<file path="config.mk">
export PLATFORM = sky130hd
export DESIGN_NAME = block_painter_flat
export DESIGN_NICKNAME = d
export VERILOG_FILES = /design/src/rtl/block_painter_pkg.sv /design/src/rtl/block_painter_if.sv /design/src/rtl/block_painter_square_scan.sv /design/src/rtl/block_painter.sv /design/src/flat_wrapper.sv
export SDC_FILE = /design/constraint.sdc
export NUM_CORES = 1
export LEC_CHECK = 0
export ABC_AREA = 1
export BUFFER_PORTS_ARGS = -buffer_cell sky130_fd_sc_hd__buf_4
export CAP_MARGIN = 20
export CORE_ASPECT_RATIO = 2
export CORE_MARGIN = 2
export CORE_UTILIZATION = 39
export CTS_BUF_LIST = sky130_fd_sc_hd__clkbuf_4 sky130_fd_sc_hd__clkbuf_8
export DETAILED_ROUTE_END_ITERATION = 16
export GPL_TIMING_DRIVEN = 0
export SETUP_SLACK_MARGIN = 0.1
export SLEW_MARGIN = 20
export SYNTH_ARGS = -nofsm -noshare
export SYNTH_HDL_FRONTEND = slang
export SYNTH_HIERARCHICAL = 1
export SYNTH_SLANG_ARGS = --single-unit
</file>
<file path="constraint.sdc">
create_clock -name Clk -period 11.71 [get_ports Clk]
set_input_delay 1.171 -clock Clk [delete_from_list [all_inputs] [get_ports Clk]]
set_output_delay 1.171 -clock Clk [all_outputs]
set_load 0.05 [all_outputs]
</file>
<file path="src/rtl/block_painter_pkg.sv">
// Shared types and helpers for the block painter: pixel/coordinate types, the pass
// state encoding, the address-width check and the first-live-square search.
package block_painter_pkg;

  typedef logic [15:0] pixel_t;
  typedef logic [6:0]  coord_t;

  typedef enum logic [1:0] {
    IDLE  = 2'd0,
    ERASE = 2'd1,
    DRAW  = 2'd2,
    DONE  = 2'd3
  } paint_state_t;

  typedef struct packed {
    logic       found;
    logic [1:0] idx;
  } sq_sel_t;

  localparam int unsigned SCREEN_H     = 480;
  localparam int unsigned DEF_SCREEN_W = 640;
  localparam int unsigned DEF_ADDR_W   = 19;

  function automatic bit addr_w_fits(input int unsigned screen_w, input int unsigned addr_w);
    return (64'(screen_w) * 64'(SCREEN_H)) <= (64'd1 << addr_w);
  endfunction

  localparam bit ADDR_W_OK = addr_w_fits(DEF_SCREEN_W, DEF_ADDR_W);

  // Lowest square index >= from whose keep bit is set; found=0 when none remain.
  function automatic sq_sel_t first_square(input logic [3:0] keep, input logic [2:0] from);
    sq_sel_t sel;
    sel.found = 1'b0;
    sel.idx   = 2'd0;
    for (int k = 3; k >= 0; k--) begin
      if (keep[k] && (3'(k) >= from)) begin
        sel.found = 1'b1;
        sel.idx   = 2'(k);
      end
    end
    return sel;
  endfunction

endpackage

</file>
<file path="src/rtl/block_painter_if.sv">
// Frame-buffer pixel write port: one pixel per fb_we/fb_ready handshake.
interface block_painter_if #(
  parameter int ADDR_W = 19
);
  import block_painter_pkg::*;

  logic              fb_we;
  logic [ADDR_W-1:0] fb_addr;
  pixel_t            fb_data;
  logic              fb_ready;

  modport master (output fb_we, fb_addr, fb_data, input fb_ready);
  modport slave  (input fb_we, fb_addr, fb_data, output fb_ready);

endinterface

</file>
<file path="src/rtl/block_painter_square_scan.sv">
// Row-major pixel counters for one square; exposes the position the next cycle will hold
// so the owner can register the matching address.
module square_scan #(
  parameter int SQ_PX = 16,
  parameter int PW    = $clog2(SQ_PX)
) (
  input  logic          Clk,
  input  logic          Reset_n,
  input  logic          clear,
  input  logic          advance,
  output logic [PW-1:0] px_next,
  output logic [PW-1:0] py_next,
  output logic          last_px
);

  localparam logic [PW-1:0] PMAX = PW'(SQ_PX - 1);

  logic [PW-1:0] px;
  logic [PW-1:0] py;

  assign last_px = (px == PMAX) && (py == PMAX);

  // Next scan position: clear wins, otherwise step row-major on each accepted pixel.
  always_comb begin
    px_next = px;
    py_next = py;
    if (clear) begin
      px_next = '0;
      py_next = '0;
    end else if (advance) begin
      if (px == PMAX) begin
        px_next = '0;
        py_next = py + PW'(1);
      end else begin
        px_next = px + PW'(1);
      end
    end else begin
      px_next = px;
      py_next = py;
    end
  end

  // Counter registers.
  always_ff @(posedge Clk or negedge Reset_n) begin
    if (!Reset_n) begin
      px <= '0;
      py <= '0;
    end else begin
      px <= px_next;
      py <= py_next;
    end
  end

endmodule

</file>
<file path="src/rtl/block_painter.sv">
// Consumer of game-logic piece updates: snapshots the move, erases the old squares with
// the background colour and draws the new ones, one handshaked pixel per accepted write.
module block_painter
  import block_painter_pkg::*;
#(
  parameter int     SQ_PX    = 16,
  parameter int     BOARD_X0 = 200,
  parameter int     BOARD_Y0 = 80,
  parameter int     SCREEN_W = DEF_SCREEN_W,
  parameter int     BOARD_W  = 9,
  parameter int     BOARD_H  = 19,
  parameter pixel_t BG_COLOR = 16'h0000,
  parameter int     ADDR_W   = DEF_ADDR_W
) (
  input  logic            Clk,
  input  logic            Reset_n,
  input  logic            update,
  input  logic            prev_valid,
  input  coord_t [3:0]    blockXPos,
  input  coord_t [3:0]    blockYPos,
  input  coord_t [3:0]    blockXPrev,
  input  coord_t [3:0]    blockYPrev,
  input  pixel_t          blockColor,
  block_painter_if.master fb,
  output logic            busy,
  output logic            done,
  output logic            overrun
);

  localparam int PW = $clog2(SQ_PX);

  paint_state_t      state, nxt_state, req_pass, res_state;
  logic [1:0]        sq_idx, nxt_idx, res_idx;
  logic [2:0]        req_from;
  sq_sel_t           era_sel, drw_sel;
  coord_t [3:0]      snap_x, snap_y, snap_xp, snap_yp;
  coord_t [3:0]      src_x, src_y, src_xp, src_yp;
  pixel_t            snap_color, src_color;
  logic [3:0]        erase_keep, draw_keep;
  logic              start_sq, in_pass, nxt_in_pass, last_px;
  logic [PW-1:0]     px_next, py_next;
  coord_t            pix_x, pix_y;
  logic [ADDR_W-1:0] row, col, pix_addr;
  logic              wr_en;
  logic [ADDR_W-1:0] wr_addr;
  pixel_t            wr_data;

  function automatic logic in_board(input coord_t x, input coord_t y);
    return (x <= coord_t'(BOARD_W)) && (y <= coord_t'(BOARD_H));
  endfunction

  assign in_pass     = (state == ERASE) || (state == DRAW);
  assign nxt_in_pass = (nxt_state == ERASE) || (nxt_state == DRAW);

  assign fb.fb_we   = wr_en;
  assign fb.fb_addr = wr_addr;
  assign fb.fb_data = wr_data;

  // In IDLE the live inputs stand in for the snapshot so skips resolve on the update edge.
  always_comb begin
    if (state == IDLE) begin
      src_x     = blockXPos;
      src_y     = blockYPos;
      src_xp    = blockXPrev;
      src_yp    = blockYPrev;
      src_color = blockColor;
    end else begin
      src_x     = snap_x;
      src_y     = snap_y;
      src_xp    = snap_xp;
      src_yp    = snap_yp;
      src_color = snap_color;
    end
  end

  // Per-square keep masks: an old square is erased only if off-board squares and squares
  // the piece still covers are excluded; a new square is drawn whenever it is on the board.
  always_comb begin
    erase_keep = 4'b0000;
    draw_keep  = 4'b0000;
    for (int k = 0; k < 4; k++) begin
      draw_keep[k]  = in_board(src_x[k], src_y[k]);
      erase_keep[k] = in_board(src_xp[k], src_yp[k]);
      for (int j = 0; j < 4; j++) begin
        erase_keep[k] = erase_keep[k] &
                        ~((src_xp[k] == src_x[j]) && (src_yp[k] == src_y[j]));
      end
    end
  end

  assign req_pass = (state == IDLE) ? (prev_valid ? ERASE : DRAW) : state;
  assign req_from = (state == IDLE) ? 3'd0 : ({1'b0, sq_idx} + 3'd1);
  assign era_sel  = first_square(erase_keep, req_from);
  assign drw_sel  = first_square(draw_keep, (req_pass == ERASE) ? 3'd0 : req_from);

  // Where the scan lands when a square starts; empty passes chain through in the same cycle.
  always_comb begin
    if ((req_pass == ERASE) && era_sel.found) begin
      res_state = ERASE;
      res_idx   = era_sel.idx;
    end else if (drw_sel.found) begin
      res_state = DRAW;
      res_idx   = drw_sel.idx;
    end else begin
      res_state = DONE;
      res_idx   = 2'd0;
    end
  end

  // FSM next state and square index.
  always_comb begin
    nxt_state = state;
    nxt_idx   = sq_idx;
    start_sq  = 1'b0;
    case (state)
      IDLE: begin
        if (update) begin
          start_sq  = 1'b1;
          nxt_state = res_state;
          nxt_idx   = res_idx;
        end else begin
          nxt_state = IDLE;
        end
      end
      ERASE, DRAW: begin
        if (fb.fb_ready && last_px) begin
          start_sq  = 1'b1;
          nxt_state = res_state;
          nxt_idx   = res_idx;
        end else begin
          nxt_state = state;
        end
      end
      DONE: begin
        nxt_state = IDLE;
        nxt_idx   = 2'd0;
      end
      default: begin
        nxt_state = IDLE;
        nxt_idx   = 2'd0;
      end
    endcase
  end

  square_scan #(
    .SQ_PX (SQ_PX),
    .PW    (PW)
  ) u_scan (
    .Clk     (Clk),
    .Reset_n (Reset_n),
    .clear   (start_sq | ~in_pass),
    .advance (in_pass & fb.fb_ready),
    .px_next (px_next),
    .py_next (py_next),
    .last_px (last_px)
  );

  // Address of the pixel presented next cycle; ADDR_W-bit wrap equals truncating the exact value.
  always_comb begin
    if (nxt_state == ERASE) begin
      pix_x = src_xp[nxt_idx];
      pix_y = src_yp[nxt_idx];
    end else begin
      pix_x = src_x[nxt_idx];
      pix_y = src_y[nxt_idx];
    end
    row      = ADDR_W'(BOARD_Y0) + (ADDR_W'(pix_y) << PW) + ADDR_W'(py_next);
    col      = ADDR_W'(BOARD_X0) + (ADDR_W'(pix_x) << PW) + ADDR_W'(px_next);
    pix_addr = row * ADDR_W'(SCREEN_W) + col;
  end

  // State, square index and registered outputs.
  always_ff @(posedge Clk or negedge Reset_n) begin
    if (!Reset_n) begin
      state   <= IDLE;
      sq_idx  <= 2'd0;
      wr_en   <= 1'b0;
      wr_addr <= '0;
      wr_data <= 16'h0000;
      busy    <= 1'b0;
      done    <= 1'b0;
      overrun <= 1'b0;
    end else begin
      state   <= nxt_state;
      sq_idx  <= nxt_idx;
      wr_en   <= nxt_in_pass;
      busy    <= nxt_in_pass;
      done    <= (nxt_state == DONE);
      wr_addr <= nxt_in_pass ? pix_addr : '0;
      wr_data <= (nxt_state == ERASE) ? BG_COLOR :
                 ((nxt_state == DRAW) ? src_color : 16'h0000);
      if (update && (state != IDLE)) begin
        overrun <= 1'b1;
      end
    end
  end

  // Snapshot of the accepted update.
  always_ff @(posedge Clk or negedge Reset_n) begin
    if (!Reset_n) begin
      snap_x     <= '0;
      snap_y     <= '0;
      snap_xp    <= '0;
      snap_yp    <= '0;
      snap_color <= 16'h0000;
    end else if ((state == IDLE) && update) begin
      snap_x     <= blockXPos;
      snap_y     <= blockYPos;
      snap_xp    <= blockXPrev;
      snap_yp    <= blockYPrev;
      snap_color <= blockColor;
    end
  end

endmodule

</file>
<file path="src/flat_wrapper.sv">
// flat-port wrapper written by rule: the top's interface ports become plain ports
module block_painter_flat import block_painter_pkg::*;
#(
  parameter int     SQ_PX    = 16,
  parameter int     BOARD_X0 = 200,
  parameter int     BOARD_Y0 = 80,
  parameter int     SCREEN_W = DEF_SCREEN_W,
  parameter int     BOARD_W  = 9,
  parameter int     BOARD_H  = 19,
  parameter pixel_t BG_COLOR = 16'h0000,
  parameter int     ADDR_W   = DEF_ADDR_W
)
  (Clk, Reset_n, update, prev_valid, blockXPos, blockYPos, blockXPrev, blockYPrev, blockColor, busy, done, overrun, fb_fb_we, fb_fb_addr, fb_fb_data, fb_fb_ready);
  block_painter_if #(.ADDR_W(ADDR_W)) fb_i ();
  input  logic Clk;
  input  logic Reset_n;
  input  logic update;
  input  logic prev_valid;
  input  coord_t [3:0] blockXPos;
  input  coord_t [3:0] blockYPos;
  input  coord_t [3:0] blockXPrev;
  input  coord_t [3:0] blockYPrev;
  input  pixel_t blockColor;
  output logic busy;
  output logic done;
  output logic overrun;
  output wire logic [$bits(fb_i.fb_we)-1:0] fb_fb_we;
  output wire logic [$bits(fb_i.fb_addr)-1:0] fb_fb_addr;
  output wire logic [$bits(fb_i.fb_data)-1:0] fb_fb_data;
  input wire logic [$bits(fb_i.fb_ready)-1:0] fb_fb_ready;
  assign fb_fb_we = fb_i.fb_we;
  assign fb_fb_addr = fb_i.fb_addr;
  assign fb_fb_data = fb_i.fb_data;
  assign fb_i.fb_ready = fb_fb_ready;
  block_painter #(.SQ_PX(SQ_PX), .BOARD_X0(BOARD_X0), .BOARD_Y0(BOARD_Y0), .SCREEN_W(SCREEN_W), .BOARD_W(BOARD_W), .BOARD_H(BOARD_H), .BG_COLOR(BG_COLOR), .ADDR_W(ADDR_W)) u_core (.Clk(Clk), .Reset_n(Reset_n), .update(update), .prev_valid(prev_valid), .blockXPos(blockXPos), .blockYPos(blockYPos), .blockXPrev(blockXPrev), .blockYPrev(blockYPrev), .blockColor(blockColor), .fb(fb_i), .busy(busy), .done(done), .overrun(overrun));
endmodule
</file>
======== Word-level counts from Yosys, hierarchy flattened ========
Cells that the tools add are included.
cells by class
  reductions and logical operators ........ 42
  multiplexer cells ....................... 49
  $mul .................................... 1
  shift operators ......................... 0
  add/subtract/negate cells ............... 8
  divide/modulo/power cells ............... 0
  order comparisons ....................... 25
  equality and inequality tests ........... 41
  bitwise logic cells ..................... 35
operators with widths
  operator               number
  $eq 7x7->1             32
  $mux 28                4
  $bmux 7 s2             4
  $le 7x4->1 const B     8
  $le 7x5->1 const B     8
  $mux 16                3
  $mux 7                 6
  $add 19x4->19          2
  $logic_and 1x1->1      37
  $mux 3                 10
  $mux 4                 6
  $add 19x19->19         1
  $mul 19x3->12 const B  1
  $mux 19                1
  $mux 2                 9
  $and 1x1->1            17
  $not 1->1              17
  $add 7x11->12 const A  1
  $add 8x11->12 const A  1
  $ge 1x3->1 const A     4
  $ge 2x3->1 const A     4
  $pmux 2 s3             2
  $add 4x1->4 const B    2
  $eq 2x2->1 const B     4
  11 further kinds       17
word-level totals
  RAM bits ................................ 0
  flip-flop bits (word level) ............. 178
  bits in latches ......................... 0
  ROM bits ................................ 0
  output and inout port bits .............. 39
  memories ................................ 0

======== Depth between registers and ports, before layout ========
  depth after elaboration ................. 26
  gate-level depth with buffers ........... 54
  gate-level depth less buffers ........... 49

======== Hierarchy ========
The synthesis kept the hierarchy.
by module, submodules not included
  module         cells each  instances  area an instance (µm²)
  block_painter  2632        1          15050.7
  square_scan    48          1          407.9

======== Worst setup path after synthesis ========
OpenSTA, ideal clock, no wires.
  path type ............................... in2reg
  start ................................... input blockXPos[21] (netlist bit)
  end ..................................... register u_core.wr_addr[18] (netlist: u_core/fb.fb_addr[18])
  arrival time ............................ 5.470 ns
  setup time .............................. 0.119 ns
  cell stages on the path ................. 43
  path slack .............................. 6.121 ns
  path buffers ............................ 1
  cell sequence ........................... inv_1 nand2_1 o21ai_1 nand2_1 nand2_1 nand2_1 inv_2 nand2_1 nor2_1 nand2_1 nand2_1 inv_1 nand2_1 nand2_1 nand2_1 nand2_1 nor2_1 nand2_1 [... 7 more ...] inv_1 nand2_1 nand2_1 ha_1 ha_1 a21oi_1 o21ai_0 nand2_1 nand2_1 a21oi_1 xor2_1 nand2_1 nor2_1 nand2_1 nor2_1 nand3_1 nand2_1 nor2_1
on the way
  elaborated cells on any way between the ends .. 63
  classes of those cells .................. add/sub (5); mul (1); order compare (1); eq/ne (6); mux (30); bitwise (8); reduce/logical (12)
RTL lines
  item                                                 line                                        source
  start, declared                                      flat_wrapper.sv:19                          input coord_t [3:0] blockXPos;
  $mux 28 *                                            block_painter.sv:61                         if (state == IDLE) begin
  branches (longest 10 deep; another with $le 7x4->1)  --
  $mux 2 *                                             block_painter.sv:98                         if ((req_pass == ERASE) && era_sel.found) begin
  $mux 2, on equally long branches                     block_painter.sv:126, block_painter.sv:117
  $pmux 2 s3 *                                         block_painter.sv:115                        case (state)
  via u_core.nxt_state[0]                              block_painter.sv:32                         paint_state_t state, nxt_state, req_pass, res_state;
  $eq 2x1->1                                           block_painter.sv:53, block_painter.sv:160
  $mux 7                                               block_painter.sv:160                        if (nxt_state == ERASE) begin
  $add 7x11->12                                        block_painter.sv:167                        row = ADDR_W'(BOARD_Y0) + (ADDR_W'(pix_y) << PW) + ADDR_W'(py_next);
  $add 19x4->19                                        block_painter.sv:167
  $mul 19x3->12                                        block_painter.sv:169                        pix_addr = row * ADDR_W'(SCREEN_W) + col;
  $add 19x19->19                                       block_painter.sv:169
  $mux 19 *                                            block_painter.sv:189                        wr_addr <= nxt_in_pass ? pix_addr : '0;
  end signal, assigned                                 block_painter.sv:189
  end, declared                                        block_painter.sv:45                         logic [ADDR_W-1:0] wr_addr;
Mark *: on every way through the listed nets, which the timed path passes. The select of a mux whose other input is x is not followed.
A chain may end at the register's enable or synchronous reset.

======== Final worst setup path ========
  start ................................... register u_core.state[0]
  end ..................................... register u_core.wr_addr[16] (netlist: u_core/fb.fb_addr[16])
on the way
  elaborated cells on any way between the ends .. 181
  classes of those cells .................. add/sub (5); mul (1); order compare (24); eq/ne (38); mux (41); bitwise (35); reduce/logical (37)
RTL lines
  item                                                 line                                       source
  start, declared                                      block_painter.sv:32
  start signal, assigned                               block_painter.sv:184                       state <= nxt_state;
  branches (longest 17 deep; another with $le 7x4->1)  --
  $pmux 2 s3 *                                         block_painter.sv:115
  via u_core.nxt_state[0]                              block_painter.sv:32
  $eq 2x1->1                                           block_painter.sv:53, block_painter.sv:160
  $mux 7                                               block_painter.sv:160
  $add 7x11->12                                        block_painter.sv:167
  $add 19x4->19                                        block_painter.sv:167
  $mul 19x3->12                                        block_painter.sv:169
  $add 19x19->19                                       block_painter.sv:169
  $mux 19 *                                            block_painter.sv:189
Marked as above.

==> results.sh <==
export IMPL_grt_max_degree=94
export IMPL_cts_num_sinks=178
export IMPL_cts_hold_buffers_added=0
export IMPL_grt_pass1_wl_um=124000
export IMPL_die_area_sq_um=41300
export IMPL_yosysUniqueCellTypes=40
export IMPL_synth_compound_area_share_pct=11.1
export IMPL_final_period_minus_worst_setup_slack_ns=7.94
export IMPL_rr_worst_depth=43
export IMPL_ys_ff_latch=178
export IMPL_routed_via_density=5.46
export IMPL_outcome="completed"
export IMPL_grt_total_usage_pct=42.9
export IMPL_critPathMaxFanout=10
export IMPL_register_to_register_setup_slack_ns=3.77
export IMPL_regToRegEndpoint="u_core/fb.fb_addr[16]"
export IMPL_filler_cells=4255
export IMPL_maxCapViolCount=0
export IMPL_synthCells=2680
export IMPL_dp_final_hpwl_um=71000
export IMPL_worstSetupPathType="reg -> reg"
export IMPL_die_height_um=286
export IMPL_crit_reg2reg_launch="u_core/state[0]"
export IMPL_critPathSlowestCell="sky130_fd_sc_hd__clkbuf_1"
export IMPL_post_route_drc=0
export IMPL_layout_nets=3044
export IMPL_fmax_ghz=0.126
export IMPL_layout_common_cells="sky130_fd_sc_hd__nand2_1, sky130_fd_sc_hd__inv_1, sky130_fd_sc_hd__buf_4, sky130_fd_sc_hd__dfrtp_1, sky130_fd_sc_hd__nor2_1"
export IMPL_synth_fp_nets=2852
export IMPL_detail_route_first_pass_iterations=6
export IMPL_synthesis_area_per_instance_sq_um=5.77
export IMPL_postRouteAntennaNets=0
export IMPL_setup_violations_final=0
export IMPL_post_cts_setup_buffers=0
export IMPL_cts_clk_pin_slew_worst_paths_ns=0.12
export IMPL_critical_path_top_delay_family="simple AND/OR/NAND/NOR gates"
export IMPL_most_common_cell_after_layout_fill_and_taps_aside="sky130_fd_sc_hd__nand2_1"
export IMPL_clk_root_buffer_cell="sky130_fd_sc_hd__clkbuf_8"
export IMPL_hp_class="in -> async"
export IMPL_critical_path_top_cell_by_count="sky130_fd_sc_hd__nand2_1"
export IMPL_io_pins=172
export IMPL_worstSetupPathDepth=43
export IMPL_startpoint_type="flop"
export IMPL_tritoncts="built"
export IMPL_async_flop_share_pct=100
export IMPL_synth_fa_ha_area_share_pct=3.21
export IMPL_initial_antenna_violation_count=2
export IMPL_synthSimpleGateAreaFrac_pct=44.3
export IMPL_post_cts_resize_count=0
export IMPL_clk_latency_ns=0.55
export IMPL_worstMarginPinSlew_ns=1.12
export IMPL_area_growth_from_synthesis_to_layout_pct=15.6
export IMPL_placer_congestion=1.07
export IMPL_finalHoldViolCount=0
export IMPL_die_w_um=145
export IMPL_number_of_global_route_vias_before_repair=18300
export IMPL_grt_setup_unrepaired="false"
export IMPL_slew_violations=0
export IMPL_yosys_area_share_xor_xnor_pct=1.64
export IMPL_netlist_area_sq_um=15500
export IMPL_critical_path_max_stage_delay_ns=0.65
export IMPL_core_area_sq_um=39300
export IMPL_setup_total_negative_slack_ns=0
export IMPL_hold_ws_ns=0.457
export IMPL_cp_data_arrival_time_ns=8.42
export IMPL_yosysWarningCount=6
export IMPL_pre_cts_slack_ns=4.10
export IMPL_drt_first_iter_violations=1745
export IMPL_fin_crit_sh_pct=67.8
export IMPL_layout_setup_ws_ns=3.77
export IMPL_rows=103
export IMPL_synth_seq_area_share_pct=28.8
export IMPL_worst_path_required_ns=12.19
export IMPL_max_slew_margin_pct=24.7
export IMPL_drive_above_1_share_pct=11.8
export IMPL_end_kind="flop"
export IMPL_route_final_wire_length_um=88600
export IMPL_io_buffers=171
export IMPL_ctsLongestPathBuffers=2
export IMPL_synth_mux_area_fraction_pct=0
export IMPL_timing_clock_skew_ns=0.0212
export IMPL_tritoncts_num_buffers=17
export IMPL_htreeDepth=4
export IMPL_critical_path_buffer_and_inverter_count=10
export IMPL_grt_overflow_total=0
export IMPL_vias=18600
export IMPL_synth_edf_count=0
export IMPL_synth_top_family_by_area="simple AND/OR/NAND/NOR gates"
export IMPL_floorplan_initialDensity_pct=39.3
export IMPL_synth_top_flop_cell="sky130_fd_sc_hd__dfrtp_1"
export IMPL_avgRoutedWirePerCell_um=26.0
kinds of logic (layout without fill, tap and decap cells):
kind of cell / Yosys count / in the layout
other cells: 0 / 1
flops: 178 / 178
simple gates: 1738 / 1738
fa+ha+maj: 39 / 39
xor+xnor: 29 / 29
compound gates: 318 / 318
buf+inv: 378 / 583
registers in the layout, summed over array words and instances, names as in the netlist:
signal             flops
u_core/done            1
u_core/fb.fb_addr     19
u_core/fb.fb_data     16
u_core/fb.fb_we        1
u_core/overrun         1
u_core/snap_color     16
u_core/snap_x         28
u_core/snap_xp        28
u_core/snap_y         28
u_core/snap_yp        28
u_core/sq_idx          2
u_core/state           2
u_core/u_scan/px       4
u_core/u_scan/py       4
synthesized netlist by cell type, drive strengths merged, types with 2 or more instances:
cell | number | area share [%]
xnor2 | 19 | 1.1
clkinv | 3 | 0.073
a31oi | 2 | 0.081
nand3 | 91 | 2.9
a21oi | 70 | 2.3
o21bai | 5 | 0.24
inv | 279 | 6.8
nand4 | 15 | 0.61
buf | 62 | 3.3
nand2 | 1438 | 36
nor4 | 2 | 0.081
o211ai | 5 | 0.24
dfrtp | 178 | 29
o21ai | 226 | 7.8
nor3 | 14 | 0.45
nor2 | 176 | 4.4
o21a | 2 | 0.097
xor2 | 10 | 0.57
clkbuf | 34 | 0.83
a211oi | 5 | 0.24
ha | 38 | 3.1
final cells by class:
type | instances | area (sq um) | share of cell area [%]
sequential | 178 | 4450 | 24.9
tap | 525 | 657 | 3.68
timing repair buffer | 173 | 1350 | 7.53
inverter | 282 | 1060 | 5.94
multi-input combinational | 2124 | 9310 | 52.1
antenna | 1 | 2.50 | 0.0140
buffer | 96 | 641 | 3.58
clock inverter | 14 | 161 | 0.903
clock buffer | 18 | 241 | 1.35
how the worst max path moves through the flow:
| stage | to | start |
|---|---|---|
| after floorplan | u_core/fb.fb_addr[18] | blockXPos[21] |
| after global placement | u_core/fb.fb_addr[18] | u_core/state[0] |
| after detailed placement | u_core/fb.fb_addr[18] | u_core/state[0] |
| after CTS | u_core/fb.fb_addr[16] | u_core/state[0] |
| after global routing | u_core/fb.fb_addr[18] | u_core/state[0] |
| final | u_core/fb.fb_addr[16] | u_core/state[0] |
per-stage QoR:
step | area (sq um) | utilization, % | cells
after global routing | 17900 | 45.5 | 3411
after detailed placement | 17500 | 44.4 | 3378
final | 17900 | 45.5 | 3411
after floorplan | 15500 | - | 2680
after global placement | 17400 | 44.3 | 3376
after CTS | 17900 | 45.4 | 3410
layer usage:
metal | share of wire (%) | GRT usage [%]
met1 | 32 | 43.3
met2 | 48 | 71.0
met3 | 7.8 | 8.67
met4 | 12 | 42.2
met5 | 0 | 0
Power is not shown: default switching activity piles up to over one toggle a cycle in this logic, so the estimate is an artifact.
